[src/rtl/ticket_vend_ctrl.sv]
// Transit ticket machine controller: accumulates bills against TIXCOST*qty, pays change or
// refunds in $10/$5 units and dispenses tickets, each unit over a request/ack handshake.
module ticket_vend_ctrl #(
  parameter int TIXCOST     = 40,
  parameter int MAX_QTY     = 4,
  parameter int TOTAL_W     = 10,
  parameter int TIMEOUT_CYC = 1000,
  localparam int QTY_W      = $clog2(MAX_QTY + 1),
  localparam int TMO_W      = $clog2(TIMEOUT_CYC)
) (
  input  logic               clk_i,
  input  logic               rst_ni,
  input  logic               bill_valid_i,
  input  logic [1:0]         bill_code_i,
  input  logic [QTY_W-1:0]   qty_i,
  input  logic               cancel_i,
  input  logic               change_ack_i,
  input  logic               tix_ack_i,
  output logic               ready_o,
  output logic               bill_o,
  output logic               return_ten_o,
  output logic               return_five_o,
  output logic               dispense_o,
  output logic               refunding_o,
  output logic               bill_reject_o,
  output logic [TOTAL_W-1:0] credit_o
);

  localparam logic [2:0] S_IDLE     = 3'd0;
  localparam logic [2:0] S_COLLECT  = 3'd1;
  localparam logic [2:0] S_CHANGE   = 3'd2;
  localparam logic [2:0] S_DISPENSE = 3'd3;
  localparam logic [2:0] S_REFUND   = 3'd4;

  logic [2:0]         state_q, state_d;
  logic [TOTAL_W-1:0] credit_q, credit_d;
  logic [TOTAL_W-1:0] price_q, price_d;
  logic [TOTAL_W-1:0] change_q, change_d;
  logic [QTY_W-1:0]   qty_q, qty_d;
  logic [QTY_W-1:0]   cnt_q, cnt_d;
  logic [TMO_W-1:0]   tmo_q, tmo_d;
  logic               ten_q, ten_d;
  logic               five_q, five_d;
  logic               disp_q, disp_d;
  logic               rej_q, rej_d;

  logic [TOTAL_W-1:0] bill_val;
  logic [TOTAL_W:0]   bill_sum;
  logic               bill_ok;
  logic [QTY_W-1:0]   qty_eff;
  logic [TOTAL_W-1:0] price_new;
  logic [TOTAL_W-1:0] unit_val;

  always_comb begin
    bill_val = TOTAL_W'(50);
    case (bill_code_i)
      2'd0:    bill_val = TOTAL_W'(5);
      2'd1:    bill_val = TOTAL_W'(10);
      2'd2:    bill_val = TOTAL_W'(20);
      default: bill_val = TOTAL_W'(50);
    endcase
  end

  // One extra bit catches accumulator overflow before the bill is accepted.
  assign bill_sum = {1'b0, credit_q} + {1'b0, bill_val};

  always_comb begin
    bill_ok = 1'b0;
    if (bill_valid_i && !bill_sum[TOTAL_W]) begin
      if (state_q == S_IDLE) begin
        bill_ok = 1'b1;
      end else if (state_q == S_COLLECT && !cancel_i && credit_q < price_q) begin
        bill_ok = 1'b1;
      end
    end
  end

  always_comb begin
    qty_eff = qty_i;
    if (qty_i == '0) begin
      qty_eff = QTY_W'(1);
    end else if (qty_i > QTY_W'(MAX_QTY)) begin
      qty_eff = QTY_W'(MAX_QTY);
    end
  end

  assign price_new = TOTAL_W'(TIXCOST) * TOTAL_W'(qty_eff);
  assign unit_val  = ten_q ? TOTAL_W'(10) : TOTAL_W'(5);
  assign rej_d     = bill_valid_i & ~bill_ok;

  always_comb begin
    state_d  = state_q;
    credit_d = credit_q;
    price_d  = price_q;
    change_d = change_q;
    qty_d    = qty_q;
    cnt_d    = cnt_q;
    tmo_d    = tmo_q;
    ten_d    = ten_q;
    five_d   = five_q;
    disp_d   = disp_q;

    case (state_q)
      S_IDLE: begin
        if (bill_ok) begin
          credit_d = bill_sum[TOTAL_W-1:0];
          price_d  = price_new;
          qty_d    = qty_eff;
          cnt_d    = '0;
          tmo_d    = '0;
          state_d  = S_COLLECT;
        end
      end

      S_COLLECT: begin
        // Once the registered credit covers the price the sale is committed.
        if (credit_q == price_q) begin
          cnt_d   = '0;
          state_d = S_DISPENSE;
        end else if (credit_q > price_q) begin
          change_d = credit_q - price_q;
          state_d  = S_CHANGE;
        end else if (cancel_i) begin
          change_d = credit_q;
          state_d  = S_REFUND;
        end else if (bill_ok) begin
          credit_d = bill_sum[TOTAL_W-1:0];
          tmo_d    = '0;
        end else if (tmo_q == TMO_W'(TIMEOUT_CYC - 1)) begin
          change_d = credit_q;
          state_d  = S_REFUND;
        end else begin
          tmo_d = tmo_q + TMO_W'(1);
        end
      end

      S_CHANGE, S_REFUND: begin
        if (ten_q || five_q) begin
          if (change_ack_i) begin
            ten_d    = 1'b0;
            five_d   = 1'b0;
            change_d = change_q - unit_val;
            if (state_q == S_REFUND) begin
              credit_d = credit_q - unit_val;
            end
          end
        end else if (change_q >= TOTAL_W'(10)) begin
          ten_d = 1'b1;
        end else if (change_q >= TOTAL_W'(5)) begin
          five_d = 1'b1;
        end else if (state_q == S_CHANGE) begin
          cnt_d   = '0;
          state_d = S_DISPENSE;
        end else begin
          credit_d = '0;
          price_d  = '0;
          qty_d    = '0;
          cnt_d    = '0;
          tmo_d    = '0;
          state_d  = S_IDLE;
        end
      end

      S_DISPENSE: begin
        if (disp_q) begin
          if (tix_ack_i) begin
            disp_d = 1'b0;
            cnt_d  = cnt_q + QTY_W'(1);
          end
        end else if (cnt_q != qty_q) begin
          disp_d = 1'b1;
        end else begin
          credit_d = '0;
          price_d  = '0;
          qty_d    = '0;
          cnt_d    = '0;
          tmo_d    = '0;
          state_d  = S_IDLE;
        end
      end

      default: begin
        state_d = S_IDLE;
      end
    endcase
  end

  always_ff @(posedge clk_i or negedge rst_ni) begin
    if (!rst_ni) begin
      state_q  <= S_IDLE;
      credit_q <= '0;
      price_q  <= '0;
      change_q <= '0;
      qty_q    <= '0;
      cnt_q    <= '0;
      tmo_q    <= '0;
      ten_q    <= 1'b0;
      five_q   <= 1'b0;
      disp_q   <= 1'b0;
      rej_q    <= 1'b0;
    end else begin
      state_q  <= state_d;
      credit_q <= credit_d;
      price_q  <= price_d;
      change_q <= change_d;
      qty_q    <= qty_d;
      cnt_q    <= cnt_d;
      tmo_q    <= tmo_d;
      ten_q    <= ten_d;
      five_q   <= five_d;
      disp_q   <= disp_d;
      rej_q    <= rej_d;
    end
  end

  assign ready_o       = (state_q == S_IDLE);
  assign bill_o        = (state_q == S_COLLECT);
  assign refunding_o   = (state_q == S_REFUND);
  assign return_ten_o  = ten_q;
  assign return_five_o = five_q;
  assign dispense_o    = disp_q;
  assign bill_reject_o = rej_q;
  assign credit_o      = credit_q;

endmodule
[config.mk]
export PLATFORM = sky130hd
export DESIGN_NAME = ticket_vend_ctrl
export DESIGN_NICKNAME = d
export VERILOG_FILES = /design/src/rtl/ticket_vend_ctrl.sv
export SDC_FILE = /design/constraint.sdc
export NUM_CORES = 1
export LEC_CHECK = 0
export CAP_MARGIN = 5
export CORE_MARGIN = 10
export CORE_UTILIZATION = 45
export DETAILED_ROUTE_END_ITERATION = 6
export GPL_TIMING_DRIVEN = 0
export HOLD_SLACK_MARGIN = 0.02
export PLACE_DENSITY_LB_ADDON = 0.25
export SYNTH_ARGS = -nofsm -noshare
export SYNTH_HDL_FRONTEND = slang
export SYNTH_SLANG_ARGS = --single-unit
[constraint.sdc]
create_clock -name clk_i -period 3.81 [get_ports clk_i]
set_input_delay 0.5715 -clock clk_i [delete_from_list [all_inputs] [get_ports clk_i]]
set_output_delay 0.5715 -clock clk_i [all_outputs]
set_load 0.01 [all_outputs]
==> summary.md <==
| Metric | Value |
|---|---|
| Hold Path Class | in -> async |
| Commonest register cell after synthesis | sky130_fd_sc_hd__dfrtp_1 |
| Hold-fix buffers at CTS | 0 |
| Leakage power figure | 1.819 nW |
| Cell area after layout | around 4300 sq um |
| Final HPWL DP | 7435 microns |
| Class of the most critical setup path | in -> reg |
| NetSw | between 2 and 2.5 mW |
| Largest delay share family, worst path | compound AO/OA/AOI/OAI gates |
| Boundary pin count | 28 |
| Initial core utilization | a little under half |
| Critical Path End Type | flop |
| Endpoint arrival time on the critical path | 3.75 ns |
| Die span in y | 111.4 microns |
| Standard cell core area | approximately 8200 sq um |
| Largest cells by area after synthesis | sky130_fd_sc_hd__dfrtp_1 (31%), sky130_fd_sc_hd__ha_1 (8.0%), sky130_fd_sc_hd__o21ai_0 (5.7%) |
| Global-route usage over all layers | 15.52% |
| Path depth of the worst reg2reg path | 9 |
| Routed len/inst | about 17 microns |
| Distinct cell type count of the synthesized netlist | 68 |
| CP max stage cell | sky130_fd_sc_hd__a2bb2oi_2 |
| CTS Root Buffer Type | sky130_fd_sc_hd__clkbuf_8 |
| Kind of start point of the critical path | input pin |
| Final setup violating endpoints | 0 |
| Min Tclk post-route | about 3.5 ns |
| Number of buffers on the longest clock path | 2 |
| Global-route congestion overflow total | 0 |
| Maximum resistive drop on vdd | 0.0004544 V |
| Chain of cells forming the critical path | clkdlybuf4s50_1 > nor2_1 > ha_1 > inv_1 > fa_1 > nand2b_1 > a21oi_1 > a2bb2oi_2 > o21ai_2 > a31o_2 > nor2_2 > a2bb2oi_1 |
| Vias in the first global route | roughly 3400 |
| Max-cap check violation count | 0 |
| Placed Instance Area | approximately 4200 sq um |
| Gpl congestion | 0.9127 |
| Most used standard cells in the synthesized netlist | sky130_fd_sc_hd__dfrtp_1 (47), sky130_fd_sc_hd__nor2_1 (46), sky130_fd_sc_hd__o21ai_0 (43) |
| WP buf/inv | 2 |
| Max Transition Viols Final | 0 |
| Die width | ~110 microns |
| Clock network fraction of design power | around 7.7% |
| Outcome | complete, no violations |
| Final nets | between 500 and 600 |
| Fraction of layout cells with a size suffix above 1 | ~6.6% |
| Async set or reset register ratio after synthesis | 100.0% |
| TritonCTS buffer count | 5 |
| Count of flip-flops with a built-in enable after synthesis | 0 |
| Yosys synthesis warning count | 0 |
| Fraction of post-synthesis cell area in the top cell type by area | around 31% |
| Global-route wire length before repair | ~17000 microns |
| Iter 0 DRT Violations | between 200 and 250 |
| Antenna violations before repair | 0 |
| Tcrit/Tclk final | 92.17% |
| Post-CTS setup-driven buffer insertion count | 0 |
| Port Buffer Count | 27 |
| Number of inserted filler cells in the final layout | between 700 and 800 |
| Least-Margin Pin Slew | around 0.56 ns |
| Power density over cell area | between 900 and 1000 nW/um^2 |
| Required time of the worst setup path | ~4.1 ns |
| Level count of the clock H-tree | 2 |
| Clock-pin slew of the registers on the worst-case setup and hold paths | about 0.090 ns |
| Portion of the post-synthesis area used by sequential elements | between 30% and 40% |
| Area Growth Syn to Fin | 13.36% |
| Final setup TNS | 0 ns |
| F_max | 284.8 MHz |
| Row Count | 33 |
| Total number of clock tree sinks | 47 |
| Worst hold-check slack | ~0.24 ns |
| Critical Path Stages | 12 |
| Cell count after synthesis | about 450 |
| Average vias per placed instance | between 5 and 6 |
| Drt first pass iters | 5 |
| Clock tree from TritonCTS | yes |
| Delay of the slowest cell on the worst path | roughly 0.48 ns |
| Synthesized area divided by synthesized cell count | around 8.4 sq um |
| Worst relative slew slack | approximately three fifths |
| Post-synth design cell area | approximately 3800 sq um |
| Fraction of power spent switching nets | 51.21% |
| Unrepaired setup endpoints after global routing | false |
| Total die area | around 12000 sq um |
| Antenna-violating nets left | 0 |
| Clock latency on the worst-skew pair | 0.31 ns |
| Number of nets in the synthesized netlist | slightly below 500 |
| Pwr Total | roughly 4.0 mW |
| Number of antenna repair diodes | 0 |
| Pin count of the biggest net entering global routing | 27 |
| Largest area contributor in the synthesized netlist | sky130_fd_sc_hd__dfrtp_1 |
| Via Count | between 3000 and 4000 |
| Top fanout value on the critical path | 10 |
| Int Power | approximately 2.0 mW |
| Sequential fraction of design power | around 22% |
| Setup skew after layout | between 0.008 and 0.009 ns |
| Logic pwr share | a little over two thirds |
| Total wirelength of the detailed-routed design | between 9000 and 10000 microns |
| Number of synthesized register bits | 47 |
| Fin. Hold Viols | 0 |
| Most used standard cell by instance count after synthesis | sky130_fd_sc_hd__dfrtp_1 |
| Residual DRC | 0 |
[path summary, 6_finish.rpt]
path	slack, ns	from	end
max	0.30	bill_code_i[1]	change_q[7]
min	0.24	rst_ni	change_q[2]
max in group asynchronous	3.03	rst_ni	credit_o[2]
max reg2reg	0.70	credit_o[1]	change_q[7]
min in group clk_i	0.51	tmo_q[8]	tmo_q[8]
min reg2reg	0.51	tmo_q[8]	tmo_q[8]
[what timing repair did]
item,CTS,global route
resized for setup,0,1
setup endpoints to repair,0,7
hold endpoints to repair,0,0
[metrics by stage]
stage,utilization (%),instances,setup slack [ns]
2_1_floorplan,-,448,0.9343
3_3_place_gp,50.86,580,-0.1527
3_5_place_dp,51.04,581,-0.1483
4_1_cts,52.05,588,0.1581
5_1_grt,52.08,588,0.02894
6_report,52.08,588,0.2982
[cell usage in the layout, fill, tap and decap left out, types with 8 or more instances in the layout]
| cell | n |
|---|---|
| sky130_fd_sc_hd__inv_1 | 26 |
| sky130_fd_sc_hd__dfrtp_1 | 47 |
| sky130_fd_sc_hd__nand2_1 | 35 |
| sky130_fd_sc_hd__nor2_1 | 45 |
| sky130_fd_sc_hd__clkdlybuf4s50_1 | 26 |
| sky130_fd_sc_hd__and3_1 | 8 |
| sky130_fd_sc_hd__ha_1 | 24 |
| sky130_fd_sc_hd__clkbuf_1 | 10 |
| sky130_fd_sc_hd__a211oi_1 | 8 |
| sky130_fd_sc_hd__nand2b_1 | 14 |
| sky130_fd_sc_hd__a21oi_1 | 32 |
| sky130_fd_sc_hd__nand3_1 | 9 |
| sky130_fd_sc_hd__o21ai_0 | 43 |
[logic make-up (layout without fill, tap and decap cells)]
logic type      count (synthesis)  after routing  synth area share [%]
buf+inv                        42             77                 4.530
simple gates                  155            155                 20.85
flops                          47             47                 31.31
mux                             4              4                 1.166
compound gates                160            160                 29.21
xor+xnor                       12             12                 2.798
fa+ha+maj                      28             28                 10.13
[layer usage]
layer | track usage (%) | share of wire, %
met5 | 0 | 0
met4 | 3.856 | 1.0
met3 | 2.738 | 3.9
met2 | 25.75 | 47
met1 | 20.36 | 48
[registers in the layout (all words and copies together), names as in the netlist]
register / cells
bill_reject_o: 1
change_q: 10
cnt_q: 3
credit_o: 10
dispense_o: 1
price_q: 4
qty_q: 3
return_five_o: 1
return_ten_o: 1
state_q: 3
tmo_q: 10
[worst reg2reg max path: stages (launching register included)]
cell and delay, ns:
sky130_fd_sc_hd__dfrtp_1 0.52, sky130_fd_sc_hd__inv_1 0.13, sky130_fd_sc_hd__fa_1 0.42, sky130_fd_sc_hd__nand2b_1 0.18
sky130_fd_sc_hd__a21oi_1 0.28, sky130_fd_sc_hd__a2bb2oi_2 0.48, sky130_fd_sc_hd__o21ai_2 0.18, sky130_fd_sc_hd__a31o_2 0.33
sky130_fd_sc_hd__nor2_2 0.33, sky130_fd_sc_hd__a2bb2oi_1 0.18
[area by class of cell]
type	count	area [sq um]	share of cell area, %
flip-flops and latches	47	1176	27.62
clock inverters	2	13.76	0.3232
inverters	26	97.59	2.292
plain buffers	16	72.57	1.704
well taps	105	131.4	3.086
multi-input cells	359	2412	56.66
clock buffers	5	68.82	1.616
repair buffers	28	285.3	6.700
[power groups by stage]
| stage | Combinational (mW) | Sequential, mW | Clock [mW] |
|---|---|---|---|
| 4_1_cts | 2.79 | 0.888 | 0.318 |
| 3_5_place_dp | 2.77 | 0.897 | 0 |
| 6_report | 2.82 | 0.887 | 0.309 |
| 3_3_place_gp | 2.72 | 0.891 | 0 |
| 5_1_grt | 3.15 | 0.917 | 0.332 |
| 2_1_floorplan | 2.03 | 0.860 | 0 |
Power figures use the tool's default switching activity.
